### src/rtl/pulse_serializer.sv
// rtl/pulse_serializer.sv - four-word pulse-width frame serializer
//
// Sends one frame per accepted start: a SYNC_CYCLES low preamble, then four
// high pulses whose lengths equal data3, data2, data1, data0, separated by
// GAP_CYCLES low gaps. Drives the pulse-width deserializer's serial input.
//
// Ports:
//   clk        system clock, all state updates on posedge
//   reset      synchronous, active-high reset
//   start      frame request, sampled only while ready=1
//   data3..0   words to send, latched on the accept edge (data3 goes first)
//   ready      high only while idle
//   ser_out    registered serial line, idles low
//   frame_done one-cycle pulse after the last pulse of a frame ends
//   zero_err   one-cycle pulse flagging a zero data word
//
// Optional feature macro: SER_ZERO_CLAMP_EN
//   defined   - zero words are sent as 1-cycle pulses, zero_err still pulses
//   undefined - a start carrying any zero word is rejected, zero_err pulses

`ifndef THRESHOLD
`define THRESHOLD 10
`endif

module pulse_serializer #(
    parameter int WIDTH       = 8,
    parameter int SYNC_CYCLES = `THRESHOLD + 2,
    parameter int GAP_CYCLES  = 2,
    parameter int CNT_W       = 8
) (
    input  logic             clk,
    input  logic             reset,
    input  logic             start,
    input  logic [WIDTH-1:0] data3,
    input  logic [WIDTH-1:0] data2,
    input  logic [WIDTH-1:0] data1,
    input  logic [WIDTH-1:0] data0,
    output logic             ready,
    output logic             ser_out,
    output logic             frame_done,
    output logic             zero_err
);

    typedef enum logic [1:0] {
        IDLE  = 2'd0,
        SYNC  = 2'd1,
        PULSE = 2'd2,
        GAP   = 2'd3
    } state_t;

    state_t                    state, state_n;
    logic [CNT_W-1:0]          cnt, cnt_n;
    logic [1:0]                idx, idx_n;
    logic [3:0][WIDTH-1:0]     hold, hold_n;
    logic                      frame_done_n;
    logic                      zero_err_n;
    logic                      any_zero;
    logic                      accept;
    logic [CNT_W-1:0]          cur_len_m1;

    // A zero word becomes a 1-cycle pulse; harmless when zeros are rejected.
    function automatic logic [WIDTH-1:0] clamp(input logic [WIDTH-1:0] w);
        return (w == '0) ? WIDTH'(1) : w;
    endfunction

    assign any_zero   = (data3 == '0) || (data2 == '0) || (data1 == '0) || (data0 == '0);
    // Held words are never zero, so length-1 cannot wrap.
    assign cur_len_m1 = CNT_W'(hold[idx]) - CNT_W'(1);

    always_comb begin
        state_n      = state;
        cnt_n        = cnt;
        idx_n        = idx;
        hold_n       = hold;
        frame_done_n = 1'b0;
        zero_err_n   = 1'b0;
        accept       = 1'b0;

        case (state)
            IDLE: begin
                if (start) begin
                    zero_err_n = any_zero;
`ifdef SER_ZERO_CLAMP_EN
                    accept = 1'b1;
`else
                    accept = !any_zero;
`endif
                end
                if (accept) begin
                    state_n = SYNC;
                    // SYNC_CYCLES rather than length-1: ser_out follows the
                    // next state, so the preamble needs one extra count to
                    // land the first rising edge at accept+SYNC_CYCLES+1.
                    cnt_n   = CNT_W'(SYNC_CYCLES);
                    idx_n   = 2'd3;
                    hold_n  = {clamp(data3), clamp(data2), clamp(data1), clamp(data0)};
                end
            end
            SYNC: begin
                if (cnt == '0) begin
                    state_n = PULSE;
                    cnt_n   = cur_len_m1;
                end else begin
                    cnt_n = cnt - CNT_W'(1);
                end
            end
            PULSE: begin
                if (cnt != '0) begin
                    cnt_n = cnt - CNT_W'(1);
                end else if (idx == 2'd0) begin
                    state_n      = IDLE;
                    frame_done_n = 1'b1;
                end else begin
                    state_n = GAP;
                    cnt_n   = CNT_W'(GAP_CYCLES - 1);
                    idx_n   = idx - 2'd1;
                end
            end
            GAP: begin
                if (cnt == '0) begin
                    state_n = PULSE;
                    cnt_n   = cur_len_m1;
                end else begin
                    cnt_n = cnt - CNT_W'(1);
                end
            end
            default: state_n = IDLE;
        endcase
    end

    always_ff @(posedge clk) begin
        if (reset) begin
            state      <= IDLE;
            cnt        <= '0;
            idx        <= '0;
            hold       <= '0;
            ser_out    <= 1'b0;
            frame_done <= 1'b0;
            zero_err   <= 1'b0;
            ready      <= 1'b1;
        end else begin
            state      <= state_n;
            cnt        <= cnt_n;
            idx        <= idx_n;
            hold       <= hold_n;
            ser_out    <= (state_n == PULSE);
            frame_done <= frame_done_n;
            zero_err   <= zero_err_n;
            ready      <= (state_n == IDLE);
        end
    end

endmodule

### config.mk
export PLATFORM = sky130hd
export DESIGN_NAME = pulse_serializer
export DESIGN_NICKNAME = d
export VERILOG_FILES = /design/src/rtl/pulse_serializer.sv
export SDC_FILE = /design/constraint.sdc
export NUM_CORES = 1
export LEC_CHECK = 0
export BUFFER_PORTS_ARGS = -buffer_cell sky130_fd_sc_hd__buf_2
export CAP_MARGIN = 20
export CORE_MARGIN = 5
export CORE_UTILIZATION = 45
export DETAILED_ROUTE_END_ITERATION = 8
export MAX_ROUTING_LAYER = met4
export PLACE_DENSITY = 0.75
export REMOVE_ABC_BUFFERS = 1
export SLEW_MARGIN = 25
export SYNTH_ARGS = -nofsm -noshare
export SYNTH_HDL_FRONTEND = slang
export SYNTH_SLANG_ARGS = --single-unit
### constraint.sdc
create_clock -name clk -period 2.3 [get_ports clk]
set_input_delay 0.575 -clock clk [delete_from_list [all_inputs] [get_ports clk]]
set_output_delay 0.575 -clock clk [all_outputs]
set_load 0.02 [all_outputs]
==> out/metrics.cfg <==
[die]
die-area_um2 = 6790
die_w_um = 82.4
row_count = 26
core-area_um2 = 5110
start_util = 0.462
pin_count = 39
fp.dieH_um = 82.4

[detailed_routing]
wl_um = 5650
routedWlPerCell_um = 14.3
dr.pass1.iters = 4
drc = 0
ant_nets = 0
vias = 2119
drtIter0Drc = 77
viasPerCell = 5.38

[power]
intPower_mw = 2.11
pwr-share-comb = 0.493
power_leakage_nw = 1.11
sequentialPowerShare = 0.334
switchingPower_mw = 1.41
p_per_area_nw_per_um2 = 1260
power_frac_clock = 0.173
max-vdd-ir-drop_uv = 649
p_sw_frac = 0.400

[layout]
post-route-util = 0.545
antennaDiodeCount = 0
layout-drive-gt1-share = 0.222
syn2layout_area_growth_pct = 18.0
final_cell_area_um2 = 2780
final_nets = 362

[clock_network]
htreeDepth = 2
cts_buffer_depth = 2
cts_hold_buffers = 0
clkTransAtPathRegs_ns = 0.09
cts_tree = done
clock_latency_ns = 0.30
clock-sinks = 48
cts-resized-gates = 0
cts_setup_buffers = 0
cts-root-buf = clkbuf_8
numCtsBuffers = 5

[grt]
grt_pass1_vias = 2148
grtUsageTotal = 0.192
grt-ovfl-total = 0
grt_pass1_wl_um = 9770
grt_antenna_before_repair = 0
grt_max_degree = 37

[synth]
synth_edf_count = 0
synth_warnings = 0
syn_inst = 282
synthArstFlopShare = 0
synth_cell_type_count = 41
syn_area_per_cell_um2 = 8.37
synthFlopType = dfxtp_1
synth-seq-cells = 48
synthesis.area_um2 = 2360
synth-seq-area-share = 0.407

[critical_path]
cpMostUsedCell = nand2_1
arrival_ns = 2.24
crit_required_ns = 2.53
path_class = input pin to flop
cp_slowest_stage_delay_ns = 0.52
path_max_fanout = 29
cp-start-kind = input pin
worstPathCellList = buf_2 -> nor4_1 -> nand2_1 -> nand4_1 -> or2_2 -> buf_12 -> nand2_1 -> a21oi_1
end_kind = flop
slowest_stage = nor4_1

[sta]
maxSlewHeadroom = 0.624
finalMaxSlewViolations = 0
post-route-min-period_ns = 2.01
finalHoldViolations = 0
fin_skew_ns = 0.00768
fmax_mhz = 498
grt_setup_unrepaired = no
tns_ns = 0
tightest_slew_ns = 0.560
period_share = 0.873
setup-violations-final = 0

[place]
io_buffers = 38
place_congestion = 0.895
placed_area_um2 = 2670
hpwlAfterDp_um = 4330

[run_status]
outcome = completed

[worst_hold_path]
hold_path.class = flop to flop

[flow_run]
drv_cap = 0

worst max-delay path: cells and delay by family:
| family | cells | cell delay [ns] |
|---|---|---|
| buf+inv | 2 | 0.30 |
| simple gates | 5 | 1.21 |
| compound gates | 1 | 0.15 |
final cells by class:
cell class / instances / area [um^2]
fill: 485 / 2320
multi-input combinational: 211 / 1290
sequential: 48 / 961
timing repair buffer: 51 / 313
tap: 70 / 87.6
clock buffer: 5 / 68.8
clock inverter: 3 / 42.5
inverter: 6 / 22.5
per-stage QoR:
| step | hold WS [ns] | instances | power [mW] | setup WS, ns |
|---|---|---|---|---|
| after floorplan | 0.425 | 265 | 2.37 | -0.145 |
| after global placement | 0.438 | 386 | 2.87 | -0.0253 |
| after detailed placement | 0.443 | 386 | 2.91 | -0.0133 |
| after CTS | 0.455 | 394 | 3.52 | 0.278 |
| after global routing | 0.474 | 394 | 3.80 | 0.140 |
| final | 0.455 | 394 | 3.52 | 0.292 |
flip-flops by register name, indices dropped and copies added (netlist names):
name and cells:
hold 32, frame_done 1, ready 1, zero_err 1
cnt 8, idx 2, state 2, ser_out 1
cell families after synthesis:
kind of cell	count (synthesis)	synth area share
and+or+nand+nor	130	0.255
buffers and inverters	23	0.0477
AOI/OAI and AO/OA	60	0.152
DFF	48	0.407
adders and majority gates	4	0.0212
muxes	10	0.0912
xor gates and xnor gates	7	0.0260
power by group through the flow:
stage          registers [mW]  logic (mW)  clock network (mW)
2_1_floorplan            1.20        1.18                   0
3_3_place_gp             1.19        1.68                   0
3_5_place_dp             1.19        1.72                   0
4_1_cts                  1.17        1.73               0.620
5_1_grt                  1.20        1.95               0.651
6_report                 1.17        1.73               0.610
cells in the mapped netlist, types with 2 or more instances:
master | instances | share of area
a21oi_1 | 36 | 0.076
dfxtp_1 | 48 | 0.41
xnor2_1 | 4 | 0.015
ha_1 | 4 | 0.021
mux2i_1 | 2 | 0.0085
mux4_2 | 4 | 0.038
nor4_2 | 2 | 0.011
buf_6 | 2 | 0.0095
nor2_1 | 20 | 0.032
or3_1 | 3 | 0.0080
clkbuf_1 | 8 | 0.013
nor3_1 | 9 | 0.019
nor4_1 | 8 | 0.021
a21o_1 | 2 | 0.0064
a211oi_1 | 6 | 0.019
a31oi_1 | 6 | 0.016
nand3_1 | 3 | 0.0064
nand2_1 | 72 | 0.11
xor2_1 | 3 | 0.011
nand3b_1 | 2 | 0.0064
nand4_1 | 2 | 0.0053
mux4_1 | 4 | 0.045
inv_1 | 6 | 0.0095
o22ai_1 | 4 | 0.011
buf_2 | 6 | 0.013
layout by cell type, fill, tap and decap left out, types with 2 or more instances in the layout:
master	Yosys	layout
nor3_1	9	9
o22ai_1	4	4
nand2_1	72	72
a211oi_1	6	6
mux2i_1	2	2
ha_1	4	4
xor2_1	3	3
mux4_1	4	4
dfxtp_1	48	48
or3_1	3	3
inv_1	6	6
nor4_2	2	2
nand3b_1	2	2
buf_4	1	11
a21o_1	2	2
buf_2	6	38
a21oi_1	36	36
a31oi_1	6	6
mux4_2	4	4
buf_12	0	2
nand3_1	3	3
xnor2_1	4	4
nor4_1	8	8
clkbuf_8	0	5
nand4_1	2	2
nor2_1	20	19
path summary, 6_finish.rpt:
check | start | to | slack (ns) | depth (start not counted)
max | data0[4] | hold[25]$_SDFFE_PP0P_ | 0.29 | 8
min | hold[12]$_SDFFE_PP0P_ | hold[12]$_SDFFE_PP0P_ | 0.46 | 2
max reg2reg | idx[0]$_SDFFE_PP0P_ | cnt[4]$_SDFFE_PP0P_ | 0.31 | 6
min reg2reg | hold[12]$_SDFFE_PP0P_ | hold[12]$_SDFFE_PP0P_ | 0.46 | 2
layer usage:
layer  routed length (um)  part of all wire  vias to the layer above  global-route usage
met5                    0                 0                        -                   -
met4                  149             0.026                        0              0.0797
met2                 2570              0.45                       69               0.308
met3                  319             0.057                       16              0.0390
li1                     -                 -                     1075                   -
met1                 2610              0.46                      959               0.236
Power figures use the tool's default switching activity.
